--- src/rtl/instr_encoder_loader.sv ---
// Boot-time program loader: encodes RV32I instruction descriptors (R-type, lw, sw, beq)
// and writes them to consecutive instruction-memory words from 0, holding the core in reset.
module instr_encoder_loader #(
  parameter int ADDR_WIDTH = 10
) (
  input  logic                  clk,
  input  logic                  rst,
  input  logic                  in_valid,
  output logic                  in_ready,
  input  logic [1:0]            in_class,
  input  logic [2:0]            in_funct,
  input  logic [4:0]            in_rd,
  input  logic [4:0]            in_rs1,
  input  logic [4:0]            in_rs2,
  input  logic [12:0]           in_imm,
  input  logic                  in_last,
  output logic                  imem_we,
  output logic [ADDR_WIDTH-1:0] imem_addr,
  output logic [31:0]           imem_wdata,
  output logic                  core_rst,
  output logic                  done,
  output logic [ADDR_WIDTH:0]   count,
  output logic                  enc_err,
  output logic                  ovf_err
);

  typedef enum logic [1:0] {IDLE, ENCODE, WRITE, DONE} state_t;

  localparam logic [1:0] CLS_R      = 2'b00;
  localparam logic [1:0] CLS_LOAD   = 2'b01;
  localparam logic [1:0] CLS_STORE  = 2'b10;
  localparam logic [1:0] CLS_BRANCH = 2'b11;

  state_t      state, state_nxt;
  logic [1:0]  cls_q;
  logic [2:0]  funct_q;
  logic [4:0]  rd_q, rs1_q, rs2_q;
  logic [12:0] imm_q;
  logic        last_q;
  logic [31:0] word_q;
  logic [31:0] enc_word;
  logic        enc_legal;
  logic        mem_full;
  logic        accept;

  assign in_ready  = (state == IDLE) && rst;
  assign accept    = in_ready && in_valid;
  // The write pointer is the low bits of the word count; it only wraps after the final write.
  assign mem_full  = (count[ADDR_WIDTH-1:0] == {ADDR_WIDTH{1'b1}});
  assign imem_we   = (state == WRITE);
  assign imem_addr = count[ADDR_WIDTH-1:0];
  assign imem_wdata = word_q;
  assign done      = (state == DONE);
  assign core_rst  = (state == DONE);

  // NOTE: every combinational output gets a default first so no path leaves it unassigned (no latch).
  always_comb begin
    enc_word  = '0;
    enc_legal = 1'b0;
    case (cls_q)
      CLS_R: begin
        enc_legal = 1'b1;
        case (funct_q)
          3'b000:  enc_word = {7'b0000000, rs2_q, rs1_q, 3'b000, rd_q, 7'b0110011};
          3'b001:  enc_word = {7'b0100000, rs2_q, rs1_q, 3'b000, rd_q, 7'b0110011};
          3'b010:  enc_word = {7'b0000000, rs2_q, rs1_q, 3'b111, rd_q, 7'b0110011};
          3'b011:  enc_word = {7'b0000000, rs2_q, rs1_q, 3'b110, rd_q, 7'b0110011};
          3'b100:  enc_word = {7'b0000000, rs2_q, rs1_q, 3'b010, rd_q, 7'b0110011};
          default: enc_legal = 1'b0;
        endcase
      end
      CLS_LOAD: begin
        enc_legal = (imm_q[12] == imm_q[11]);
        enc_word  = {imm_q[11:0], rs1_q, 3'b010, rd_q, 7'b0000011};
      end
      CLS_STORE: begin
        enc_legal = (imm_q[12] == imm_q[11]);
        enc_word  = {imm_q[11:5], rs2_q, rs1_q, 3'b010, imm_q[4:0], 7'b0100011};
      end
      CLS_BRANCH: begin
        enc_legal = !imm_q[0];
        enc_word  = {imm_q[12], imm_q[10:5], rs2_q, rs1_q, 3'b000, imm_q[4:1], imm_q[11],
                     7'b1100011};
      end
      default: ;
    endcase
  end

  always_comb begin
    state_nxt = state;
    case (state)
      IDLE:    if (accept) state_nxt = ENCODE;
      ENCODE:  state_nxt = enc_legal ? WRITE : (last_q ? DONE : IDLE);
      WRITE:   state_nxt = (last_q || mem_full) ? DONE : IDLE;
      DONE:    state_nxt = DONE;
      default: state_nxt = IDLE;
    endcase
  end

  // NOTE: sequential state uses non-blocking assignments so every register samples pre-edge values.
  always_ff @(posedge clk or negedge rst) begin
    if (!rst) begin
      state   <= IDLE;
      cls_q   <= '0;
      funct_q <= '0;
      rd_q    <= '0;
      rs1_q   <= '0;
      rs2_q   <= '0;
      imm_q   <= '0;
      last_q  <= 1'b0;
      word_q  <= '0;
      count   <= '0;
      enc_err <= 1'b0;
      ovf_err <= 1'b0;
    end else begin
      state <= state_nxt;
      if (accept) begin
        cls_q   <= in_class;
        funct_q <= in_funct;
        rd_q    <= in_rd;
        rs1_q   <= in_rs1;
        rs2_q   <= in_rs2;
        imm_q   <= in_imm;
        last_q  <= in_last;
      end
      if (state == ENCODE) begin
        if (enc_legal) word_q <= enc_word;
        else           enc_err <= 1'b1;
      end
      if (state == WRITE) begin
        count <= count + 1'b1;
        if (mem_full && !last_q) ovf_err <= 1'b1;
      end
    end
  end

endmodule
--- config.mk ---
export PLATFORM = sky130hd
export DESIGN_NAME = instr_encoder_loader
export DESIGN_NICKNAME = d
export VERILOG_FILES = /design/src/rtl/instr_encoder_loader.sv
export SDC_FILE = /design/constraint.sdc
export NUM_CORES = 1
export LEC_CHECK = 0
export ABC_AREA = 0
export CORE_MARGIN = 4
export CORE_UTILIZATION = 48
export DETAILED_ROUTE_END_ITERATION = 16
export PLACE_DENSITY_LB_ADDON = 0.15
export RECOVER_POWER = 100
export SLEW_MARGIN = 15
export SYNTH_ARGS = -nofsm -noshare
export SYNTH_HDL_FRONTEND = slang
export SYNTH_SLANG_ARGS = --single-unit
--- constraint.sdc ---
create_clock -name clk -period 3.9 [get_ports clk]
set_input_delay 0.78 -clock clk [delete_from_list [all_inputs] [get_ports clk]]
set_output_delay 0.78 -clock clk [all_outputs]
set_load 0.02 [all_outputs]
# Yosys cells after proc, flatten, opt, wreduce, memory -nomap -nowiden
# Index checks and enable logic that the tools add are counted.
# totals
register_bits,81
in_bits,37
out_inout_bits,59
wordCells,50
# op_classes
n_addsub,1
n_eq_ne,13
n_mux,9
bitwise,1
n_reduce_logical,14
# ops
cell,count
$pmux 31 s5,1
$pmux 32 s4,1
$add 11x1->11 const B,1
$eq 10x10->1 const B,1
$eq 2x2->1 const B,4
$mux 2,4
$pmux 2 s4,1
$eq 3x2->1 const B,2
$reduce_and 2->1,3
$reduce_or 5->1,1
$eq 2x1->1 const B,2
$logic_not 2->1,2
$eq 3x1->1 const B,1
$eq 3x3->1 const B,1
$logic_and 1x1->1,3
$logic_not 3->1,1
$pmux 1 s3,1
$logic_not 1->1,2
$ne 2x2->1 const B,1
$reduce_or 2->1,1
$eq 1x1->1,1
$logic_or 1x1->1,1
$mux 1,1
$not 1->1,1

# Logic depth before layout (Yosys ltp)
# depth
depth_word,6
mapped_depth,9
depth_no_buf,6

# Worst setup path before layout
# No wires, ideal clock.
# synth_path
kind,input to register
start,input rst
end,register funct_q[0]
setup_ps,125
arrival_ps,2229
required_time_ps,3775
slack_ps,1546
stages,5
path_buffers,2
cell_sequence,nor3b_1 > and2_1 > buf_4 > buf_4 > mux2_2
# synth_between
elab_chain_cells,2
# synth_rtl
item,line,text
from (decl),7,"input logic rst,"
$logic_and 1x1->1,46,assign in_ready = (state == IDLE) && rst;
$logic_and 1x1->1,47,assign accept = in_ready && in_valid;
to (signal assigned),119,funct_q <= in_funct;
to (decl),36,logic [2:0] funct_q;
# No other way between the ends.
# A chain may end at the register's enable or synchronous reset.

# Worst setup path in the final report
# layout_path
start,register cls_q[1]
end,"register word_q[16], in the netlist imem_wdata[16]"
# layout_between
elab_chain_cells,4
word_cells_on_any_way,8
cone_classes,eq/ne: 3; mux: 2; reduce/logical: 3
# layout_rtl
item,line,text
from (decl),35,logic [1:0] cls_q;
from (signal assigned),118,cls_q <= in_class;
$eq 2x2->1 / $eq 2x1->1 (equally long branches),60,case (cls_q)
$reduce_or 2->1 (no line),--,
$pmux 1 s3,60,
$reduce_and 2->1 (no line),--,
to (signal assigned),127,if (enc_legal) word_q <= enc_word;
to (decl),40,logic [31:0] word_q;
# Parallel ways exist; a longest one is shown, timed or not.

==> impl_metrics.ini <==
[run_status]
status = finished, violations left
violations = max-capacitance violations, max-slew violations

[sta]
finalHoldViolCount = 0
holdWs_ps = 463.0
timing.slew.headroom = -0.2622
clock_skew_ps = 5.855
fmax_mhz = 323.6
slew_violations = 118
setup_viol = 0
layout_min_cycle_time_ps = 3091
tns_ps = 0
period_share = 0.7925
rsz0062_at_grt = no
tightest_slew_ps = 1893

[synthesis]
post_synth_num_cell_types = 52
synth_seq_cells = 78
syn_inst = 295
synth.avg_cell_area_um2 = 12.53
synthArstFlopShare = 1.000
synth_edf_count = 0
synth_ff_type = dfrtp_1
synth.area.top_cells = dfrtp_1 (53%), mux2_2 (11%), mux2_4 (4.1%)
ys_seq_area_frac = 0.5281
synth.largest_area_cell = dfrtp_1
netlist_area_um2 = 3696
yosysWarnings = 0
netlist.area_leader.share = 0.5281

[worst_setup_path]
path_class = reg2reg
crit_end = imem_wdata[16]
cp.depth = 5
required_ps = 4130
cp_top_family = compound AO/OA/AOI/OAI gates
r2r_slack_ps = 810
rr_startpoint = cls_q[1]
crit_buf_inv = 1
cp_max_fo = 17
crit_arrival_ps = 3320
startpoint = cls_q[1]
start_kind = flop
slowest_delay_ps = 1080
worstReg2RegEnd = imem_wdata[16]
cp_cell_sequence = inv_1 > ha_1 > a221oi_1 > nor3_4 > mux2_1
rr_worst_depth = 5
crit_path_end_kind = flop
cp_slowest_cell = a221oi_1

[place]
io_buffers = 93
globalplace.congestion = 0.7815
hpwl_um = 5667

[cells_and_area]
layout_common_cells = dfrtp_1 (78), dlygate4sd3_1 (57), mux2_2 (36), clkdlybuf4s50_1 (35), nor2_1 (18)
num_antenna_cells = 0
multi_input_area_um2 = 1460
layout_commonest_cell = dfrtp_1
drive_gt1_frac = 0.1782
nets = 415
regArea_um2 = 1952
fillCellCount = 608
synthToLayoutAreaGrowth_pct = 28.03

[power]
p_total_w = 0.003861
ir_worst_vdd_mv = 0.3512
p_leak_nw = 2.107
power_density_nw_per_um2 = 815.9

[routing]
drc = 0
num_vias = 2569
drtIter0Drc = 74
antenna_left = 0
drt_pass1_iterations = 4
via_per_inst = 5.408
wl_per_cell_um = 16.66
wirelength_um = 7913

[clocking]
clock_sinks = 78
clockBufferDepth = 2
root_buffer = clkbuf_8
ctsHoldBuffers = 0
insertion_delay_ps = 350
path_clk_slew_ps = 80
htreeDepth = 3
cts_resized = 0
cts_setup_buffers = 0
cts_tree = built
cts_buffers = 9

[global_routing]
track_usage = 0.1889
antenna_found_initial = 0
grt_start_max_net_pins = 79
grt_overflow = 0
grt_pass1_vias = 2563
grt_pass1_wl_um = 12970

[die]
die_area_um2 = 9168
core_um2 = 7370
initial_core_util = 0.5015
chipHeight_um = 95.75
die_width_um = 95.75
rows = 31
io_pins = 96

[min_path]
hp-class = reg2reg

[flow_run]
drv_cap = 2
[where the power goes]
part | total [W] | switching (W) | internal, W | leakage [nW]
clock network | 0.000728 | 0.000289 | 0.000439 | 0.119
registers | 0.00147 | 0.000319 | 0.00115 | 0.967
logic | 0.00166 | 0.000858 | 0.000805 | 1.02
total | 0.00386 | 0.00147 | 0.00239 | 2.11
[synthesized netlist by cell type (2+ instances only)]
cell       count
xor2_1         6
nand3_1        3
nor3_1         4
nor2_1        18
clkinv_1       2
buf_2          3
inv_1          5
a21o_1         2
xnor2_1        5
nor3b_1        2
buf_6          3
mux2_2        36
a221o_1        2
nand2_1       13
o21ai_0       11
and2_1         3
ha_1           6
mux2_4        10
o2bb2ai_1      4
clkbuf_1       5
nor2b_1        8
o31ai_1        6
buf_4         18
a22oi_1       10
nand4_1        3
a221o_2        4
dfrtp_1       78
[state kept, by name (all words and copies together), names as in the netlist]
name and cells:
cls_q 2, count 11, enc_err 1, funct_q 3
imem_wdata 29, imm_q 13, last_q 1, ovf_err 1
rd_q 5, rs1_q 5, rs2_q 5, state 2
[kinds of logic after synthesis]
logic type,after synthesis,share of synthesized area
flip-flops,78,0.5281
AND/OR/NAND/NOR,68,0.1073
AO/OA/AOI/OAI,49,0.1049
multiplexers,46,0.1503
buffers and inverters,36,0.06195
XOR/XNOR,11,0.02607
adder cells (fa/ha/maj),6,0.02031
other,1,0.001015
[stage by stage]
stage               instances  instance area, um2    util  setup slack [ps]
floorplan                 296                3700       -              1546
global placement          460                4558  0.6185              1260
detailed placement        460                4558  0.6185              1149
CTS                       475                4795  0.6506              1121
global route              475                4732  0.6421             503.4
finish                    475                4732  0.6421             809.3
[how the worst min path moves through the flow]
| stage | start | to | slack, ps | cells after the start |
|---|---|---|---|---|
| 2_1_floorplan | rs1_q[3] | rs1_q[3] | 470 | 1 |
| 3_3_place_gp | ovf_err | ovf_err | 440 | 1 |
| 3_5_place_dp | ovf_err | ovf_err | 450 | 1 |
| 4_1_cts | ovf_err | ovf_err | 470 | 1 |
| 5_1_grt | enc_err | enc_err | 480 | 1 |
| 6_report | ovf_err | ovf_err | 460 | 1 |
[routing by layer]
metal | vias to the layer above | wire length (um) | global-route usage | part of all wire
li1 | 1191 | - | - | -
met1 | 1291 | 3434 | 0.2411 | 0.43
met3 | 7 | 427 | 0.04926 | 0.054
met2 | 80 | 3961 | 0.3133 | 0.50
met5 | - | 0 | 0 | 0
met4 | 0 | 90 | 0.06280 | 0.011
[final cells by class]
type	instances	share of cell area
timing repair buffer	94	0.1973
tap	99	0.02618
clock buffer	11	0.02988
inverter	7	0.005553
clock inverter	4	0.02010
sequential	78	0.4125
multi-input combinational	182	0.3086
[worst register-to-register path, cell delays in order, from the launching register on]
cell and delay, ps:
dfrtp_1 640, inv_1 160, ha_1 400, a221oi_1 1080, nor3_4 270, mux2_1 420
Note: power is estimated with default switching activity, not from simulation.
